File: config.mk
export PLATFORM = sky130hd
export DESIGN_NAME = ifetch_queue_flat
export DESIGN_NICKNAME = d
export VERILOG_FILES = /design/src/rtl/ifetch_queue_if.sv /design/src/rtl/ifetch_queue.sv /design/src/flat_wrapper.sv
export SDC_FILE = /design/constraint.sdc
export NUM_CORES = 1
export LEC_CHECK = 0
export CORE_ASPECT_RATIO = 0.7
export CORE_MARGIN = 2
export CORE_UTILIZATION = 50
export CTS_CLUSTER_SIZE = 10
export DETAILED_ROUTE_END_ITERATION = 10
export PLACE_DENSITY = 0.77
export RECOVER_POWER = 50
export SYNTH_ARGS = -nofsm -noshare
export SYNTH_HDL_FRONTEND = slang
export SYNTH_SLANG_ARGS = --single-unit
File: constraint.sdc
create_clock -name clk -period 6.91 [get_ports clk]
set_input_delay 1.382 -clock clk [delete_from_list [all_inputs] [get_ports clk]]
set_output_delay 1.382 -clock clk [all_outputs]
set_load 0.05 [all_outputs]
File: src/rtl/ifetch_queue_if.sv
// Fetch-queue handshake bundle: memory request/response, redirect and decode-side signals.
// master = the fetch queue, slave = memory/redirect/decode environment.
interface ifetch_queue_if #(
  parameter int XLEN = 32
);
  logic            imem_req_valid;
  logic            imem_req_ready;
  logic [XLEN-1:0] imem_req_addr;
  logic            imem_rsp_valid;
  logic [31:0]     imem_rsp_data;
  logic            redirect_valid;
  logic [XLEN-1:0] redirect_pc;
  logic            id_valid;
  logic            id_ready;
  logic [31:0]     id_inst;
  logic [XLEN-1:0] id_pc;

  modport master (
    output imem_req_valid, imem_req_addr, id_valid, id_inst, id_pc,
    input  imem_req_ready, imem_rsp_valid, imem_rsp_data, redirect_valid, redirect_pc, id_ready
  );

  modport slave (
    input  imem_req_valid, imem_req_addr, id_valid, id_inst, id_pc,
    output imem_req_ready, imem_rsp_valid, imem_rsp_data, redirect_valid, redirect_pc, id_ready
  );
endinterface

File: src/rtl/ifetch_queue.sv
// Instruction fetch queue: issues in-order fetches, buffers responses for decode, flushes on redirect.
// Optional macro IFQ_PERF_CNT_EN adds saturating stall/flush performance counters.
module ifetch_queue #(
  parameter int              XLEN            = 32,
  parameter int              DEPTH           = 4,
  parameter int              MAX_OUTSTANDING = 2,
  parameter logic [XLEN-1:0] RESET_PC        = '0
) (
  input  logic              clk,
  input  logic              reset,
  ifetch_queue_if.master    bus
`ifdef IFQ_PERF_CNT_EN
  ,
  output logic [31:0]       perf_stall_cnt,
  output logic [31:0]       perf_flush_cnt
`endif
);

  localparam int              PW         = (DEPTH > 1) ? $clog2(DEPTH) : 1;
  localparam int              CW         = $clog2(DEPTH) + 1;
  localparam logic [CW-1:0]   MAX_OUT    = CW'(MAX_OUTSTANDING);
  localparam logic [CW:0]     DEPTH_C    = (CW+1)'(DEPTH);
  localparam logic [XLEN-1:0] ALIGN_MASK = ~XLEN'(3);

  logic [XLEN-1:0] fetch_pc;
  logic [31:0]     q_inst  [DEPTH];
  logic [XLEN-1:0] q_pc    [DEPTH];
  logic [XLEN-1:0] pend_pc [DEPTH];
  logic [PW-1:0]   q_head, q_tail, pend_head, pend_tail;
  logic [CW-1:0]   q_count, outstanding, discard, out_next;
  logic            req_fire, push, pop;

  assign bus.id_valid       = !reset && (q_count != '0);
  assign bus.id_inst        = bus.id_valid ? q_inst[q_head] : 32'd0;
  assign bus.id_pc          = bus.id_valid ? q_pc[q_head] : '0;
  assign bus.imem_req_addr  = fetch_pc & ALIGN_MASK;
  // Every accepted request reserves a queue slot, so responses can never overflow.
  assign bus.imem_req_valid = !reset && !bus.redirect_valid && (outstanding < MAX_OUT)
                              && (({1'b0, q_count} + {1'b0, outstanding}) < DEPTH_C);

  assign req_fire = bus.imem_req_valid && bus.imem_req_ready;
  assign push     = bus.imem_rsp_valid && (discard == '0) && !bus.redirect_valid;
  assign pop      = bus.id_valid && bus.id_ready && !bus.redirect_valid;

  always_comb begin
    out_next = outstanding;
    if (req_fire)           out_next = out_next + CW'(1);
    if (bus.imem_rsp_valid) out_next = out_next - CW'(1);
  end

  always_ff @(posedge clk) begin
    if (reset) begin
      fetch_pc    <= RESET_PC & ALIGN_MASK;
      q_head      <= '0;
      q_tail      <= '0;
      q_count     <= '0;
      pend_head   <= '0;
      pend_tail   <= '0;
      outstanding <= '0;
      discard     <= '0;
    end else begin
      outstanding <= out_next;
      if (bus.redirect_valid) begin
        // Everything still in flight becomes stale; a response landing now already counts.
        fetch_pc  <= bus.redirect_pc & ALIGN_MASK;
        q_head    <= '0;
        q_tail    <= '0;
        q_count   <= '0;
        pend_head <= '0;
        pend_tail <= '0;
        discard   <= outstanding - CW'(bus.imem_rsp_valid);
      end else begin
        if (req_fire) begin
          fetch_pc  <= fetch_pc + XLEN'(4);
          pend_tail <= pend_tail + PW'(1);
        end
        if (bus.imem_rsp_valid && (discard != '0)) discard <= discard - CW'(1);
        if (push) begin
          q_tail    <= q_tail + PW'(1);
          pend_head <= pend_head + PW'(1);
        end
        if (pop) q_head <= q_head + PW'(1);
        case ({push, pop})
          2'b10:   q_count <= q_count + CW'(1);
          2'b01:   q_count <= q_count - CW'(1);
          default: q_count <= q_count;
        endcase
      end
    end
  end

  always_ff @(posedge clk) begin
    if (req_fire) pend_pc[pend_tail] <= bus.imem_req_addr;
    if (push) begin
      q_inst[q_tail] <= bus.imem_rsp_data;
      q_pc[q_tail]   <= pend_pc[pend_head];
    end
  end

`ifdef IFQ_PERF_CNT_EN
  always_ff @(posedge clk) begin
    if (reset) begin
      perf_stall_cnt <= '0;
      perf_flush_cnt <= '0;
    end else begin
      if (bus.id_valid && !bus.id_ready && (perf_stall_cnt != '1))
        perf_stall_cnt <= perf_stall_cnt + 32'd1;
      if (bus.redirect_valid && (perf_flush_cnt != '1))
        perf_flush_cnt <= perf_flush_cnt + 32'd1;
    end
  end
`endif

endmodule

File: src/flat_wrapper.sv
// flat-port wrapper written by rule: the top's interface ports become plain ports
module ifetch_queue_flat 
#(
  parameter int              XLEN            = 32,
  parameter int              DEPTH           = 4,
  parameter int              MAX_OUTSTANDING = 2,
  parameter logic [XLEN-1:0] RESET_PC        = '0
)
  (clk, reset, bus_imem_req_valid, bus_imem_req_addr, bus_id_valid, bus_id_inst, bus_id_pc, bus_imem_req_ready, bus_imem_rsp_valid, bus_imem_rsp_data, bus_redirect_valid, bus_redirect_pc, bus_id_ready);
  ifetch_queue_if #(.XLEN(XLEN)) bus_i ();
  input  logic clk;
  input  logic reset;
  output wire logic [$bits(bus_i.imem_req_valid)-1:0] bus_imem_req_valid;
  output wire logic [$bits(bus_i.imem_req_addr)-1:0] bus_imem_req_addr;
  output wire logic [$bits(bus_i.id_valid)-1:0] bus_id_valid;
  output wire logic [$bits(bus_i.id_inst)-1:0] bus_id_inst;
  output wire logic [$bits(bus_i.id_pc)-1:0] bus_id_pc;
  input wire logic [$bits(bus_i.imem_req_ready)-1:0] bus_imem_req_ready;
  input wire logic [$bits(bus_i.imem_rsp_valid)-1:0] bus_imem_rsp_valid;
  input wire logic [$bits(bus_i.imem_rsp_data)-1:0] bus_imem_rsp_data;
  input wire logic [$bits(bus_i.redirect_valid)-1:0] bus_redirect_valid;
  input wire logic [$bits(bus_i.redirect_pc)-1:0] bus_redirect_pc;
  input wire logic [$bits(bus_i.id_ready)-1:0] bus_id_ready;
  assign bus_imem_req_valid = bus_i.imem_req_valid;
  assign bus_imem_req_addr = bus_i.imem_req_addr;
  assign bus_id_valid = bus_i.id_valid;
  assign bus_id_inst = bus_i.id_inst;
  assign bus_id_pc = bus_i.id_pc;
  assign bus_i.imem_req_ready = bus_imem_req_ready;
  assign bus_i.imem_rsp_valid = bus_imem_rsp_valid;
  assign bus_i.imem_rsp_data = bus_imem_rsp_data;
  assign bus_i.redirect_valid = bus_redirect_valid;
  assign bus_i.redirect_pc = bus_redirect_pc;
  assign bus_i.id_ready = bus_id_ready;
  ifetch_queue #(.XLEN(XLEN), .DEPTH(DEPTH), .MAX_OUTSTANDING(MAX_OUTSTANDING), .RESET_PC(RESET_PC)) u_core (.clk(clk), .reset(reset), .bus(bus_i));
endmodule
==> impl_metrics.env <==
export IMPL_dpl_worst_slack_ns=1.56
export IMPL_gp_congestion=0.854
export IMPL_synth_edf_count=368
export IMPL_setup_ws_ns=1.01
export IMPL_p_leak_nw=6.33
export IMPL_fin_nets=1167
export IMPL_maxSlewViolCount=128
export IMPL_crit_family="buffers and inverters"
export IMPL_synthDistinctLibCells=56
export IMPL_ir_drop_uv=170
export IMPL_grt_max_degree=63
export IMPL_hp_class="flip-flop to flip-flop"
export IMPL_cpPeakStageDelay_ns=1.37
export IMPL_pin_count=168
export IMPL_netlist_area_mm2=0.0166
export IMPL_slew_limit_headroom_pct=-31.9
export IMPL_grt_remaining_overflow=0
export IMPL_synth_top_area_cell="edfxtp_1"
export IMPL_setup_viol=0
export IMPL_cts_htree_levels=2
export IMPL_layout_commonest_cell="edfxtp_1"
export IMPL_vias=8713
export IMPL_postCtsHoldBufs=0
export IMPL_n_fill_cell=2324
export IMPL_die_area_mm2=0.0346
export IMPL_rsz0062_at_grt="no"
export IMPL_place_inst=1455
export IMPL_antenna_found_initial=0
export IMPL_fp_dieH_um=156
export IMPL_drtIter0Drc=696
export IMPL_synthCells=901
export IMPL_holdWs_ns=0.517
export IMPL_multi_input_area_mm2=0.00419
export IMPL_final_design_area_no_fill_mm2=0.0199
export IMPL_avgSynthCellArea_um2=18.4
export IMPL_hpwl_mm=20.7
export IMPL_rows=55
export IMPL_clkPwrFrac_pct=40.9
export IMPL_post_dp_cell_area_mm2=0.0186
export IMPL_cts_tree="yes"
export IMPL_yosys_most_used_dff="edfxtp_1"
export IMPL_arrival_ns=4.51
export IMPL_yosysWarnings=0
export IMPL_synth_top_area_share_pct=66.7
export IMPL_wl_per_cell_um=22.5
export IMPL_fp_coreArea_mm2=0.0325
export IMPL_cpMostUsedCell="clkdlybuf4s50_1"
export IMPL_path_buf_inv=3
export IMPL_ys_seq_area_share_pct=72.9
export IMPL_setup_tns_ns=0
export IMPL_hold_viol_final=0
export IMPL_final_cell_mix="edfxtp_1 (368), clkdlybuf4s50_1 (112), mux4_2 (92), and2_1 (62)"
export IMPL_clk_pin_slew_ns=0.05
export IMPL_p_int_mw=4.24
export IMPL_tightestPinTransition_ns=1.98
export IMPL_crit_chain="clkdlybuf4s50_1 > clkbuf_1 > a311oi_1 > and3_1 > clkdlybuf4s50_1"
export IMPL_cp_end_kind="output port"
export IMPL_portBuffers=161
export IMPL_area_growth_syn_to_layout_pct=20.1
export IMPL_fin_cells=1529
export IMPL_outcome="complete, but fails checks"
export IMPL_synth_area_leaders="edfxtp_1 (67%), mux4_2 (13%), dfxtp_1 (6.2%), and2_1 (2.6%), ha_1 (1.4%)"
export IMPL_power_density_mw_per_mm2=270
export IMPL_sequentialPowerShare_pct=53.2
export IMPL_clkSinkCount=419
export IMPL_first_global_vias=9081
export IMPL_cts_root_buf="clkbuf_16"
export IMPL_avgViaCountPerCell=5.70
export IMPL_postSynth_asyncResetShare_pct=0
export IMPL_drtPass1Iterations=8
export IMPL_skew_ns=0.0147
export IMPL_cp_max_fo=38
export IMPL_combPwrFrac_pct=5.8
export IMPL_clk_latency_ns=0.54
export IMPL_die_w_um=222
export IMPL_cts_buffers=48
export IMPL_cts_resized=0
export IMPL_total_power_mw=5.38
export IMPL_p_sw_share_pct=21.3
export IMPL_worst_path_max_delay_cell="clkbuf_1"
export IMPL_route_detailed_drc=8
export IMPL_grt_usage_pct=20.4
export IMPL_start_util_pct=51.0
export IMPL_grt_pass1_wl_mm=53.6
export IMPL_drive_gt1_share_pct=16.0
export IMPL_post_cts_buffers=0
export IMPL_fin_crit_ns=5.90
export IMPL_crit_path_start_kind="input port"
export IMPL_final_util_pct=61.3
export IMPL_violations="DRC, capacitance limit, slew limit"
export IMPL_insertedDiodeCount=0
export IMPL_drtAntennaViolNets=0
export IMPL_maxCapViolCount=4
export IMPL_fmaxAchievable_ghz=0.170
export IMPL_register_area_mm2=0.0121
export IMPL_fin_crit_sh_pct=85.3
export IMPL_routed_wirelength_mm=34.4
export IMPL_yosys_register_bits=419
export IMPL_crit_type="input port to output port"
export IMPL_worstPathRequired_ns=5.53
export IMPL_clockBufferDepth=3
export IMPL_switching_power_mw=1.14
-- Yosys cell counts (4+ instances only) --
master,count
o21ai_0,10
xor2_1,12
and2_1,70
nor3_1,6
clkbuf_1,26
buf_2,12
mux2_2,4
nand3_1,12
a21oi_1,22
mux4_2,92
inv_1,18
nor2_1,35
and3_1,7
buf_4,7
ha_1,18
a31oi_1,13
o211ai_1,5
dfxtp_1,51
nand4_1,12
nand2_1,33
a211oi_1,12
nor4_1,4
xnor2_1,11
or3_1,6
edfxtp_1,368
-- per-layer routing --
layer  wire length [µm]  up-vias  GRT usage (%)
met5                  0        -              0
met4                514        0           4.76
met3               2110       49           3.89
met2              16200      270           32.2
met1              15600     4501           29.9
li1                   -     3893              -
-- sequential cells by signal, indices dropped and copies added, names as in the netlist, named ones only --
name,cells
u_core.pend_tail,2
u_core.discard,3
u_core.fetch_pc,30
u_core.q_count,3
u_core.q_head,2
u_core.pend_head,2
u_core.pend_pc,120
u_core.q_tail,2
u_core.q_inst,128
u_core.outstanding,3
u_core.q_pc,120
-- worst reg2reg max path: stages, from the launching register on --
cell and delay [ns]:
dfxtp_1 0.30, inv_1 0.10, ha_1 0.17, nand3b_1 0.15, nor2_1 0.36, and2_0 0.62, clkbuf_1 1.47
-- power groups by stage --
stage | clock network (mW) | logic, mW | registers [mW]
after floorplan | 0 | 0.167 | 2.93
final | 2.20 | 0.314 | 2.86
after CTS | 2.25 | 0.324 | 2.86
after global placement | 0 | 0.317 | 2.91
after detailed placement | 0 | 0.323 | 2.91
after global routing | 2.34 | 0.342 | 2.87
-- path summary, 6_finish.rpt --
kind / start / end / slack [ns] / cells past startpoint
worst max-delay path: reset / bus_imem_req_valid / 1.01 / 5
worst min-delay path: u_core.q_count[2] / u_core.q_count[2] / 0.52 / 2
worst max register to register: u_core.discard[0] / u_core.q_pc[0][12] / 3.28 / 6
worst min register to register: u_core.q_count[2] / u_core.q_count[2] / 0.52 / 2
-- area by class of cell --
cell class / instances / share of cell area [%]
Clock buffer: 71 / 6.58
Clock inverter: 3 / 0.132
Inverter: 19 / 0.358
Multi-Input combinational cell: 416 / 21.0
Sequential cell: 419 / 60.7
Tap cell: 427 / 2.69
Timing Repair Buffer: 174 / 8.51
-- kinds of logic (layout without fill, tap and decap cells) --
logic type      after synthesis  count (layout)  share of synthesized area, %
xor+xnor                     23              23                          1.22
simple gates                203             203                          6.94
fa+ha+maj                    19              19                          1.48
buf+inv                      69             267                          2.00
flops                       419             419                          72.9
compound gates               70              70                          2.63
mux                          97              97                          12.8
other cells                   1               4                        0.0226
Note: power is estimated with default switching activity, not from simulation.
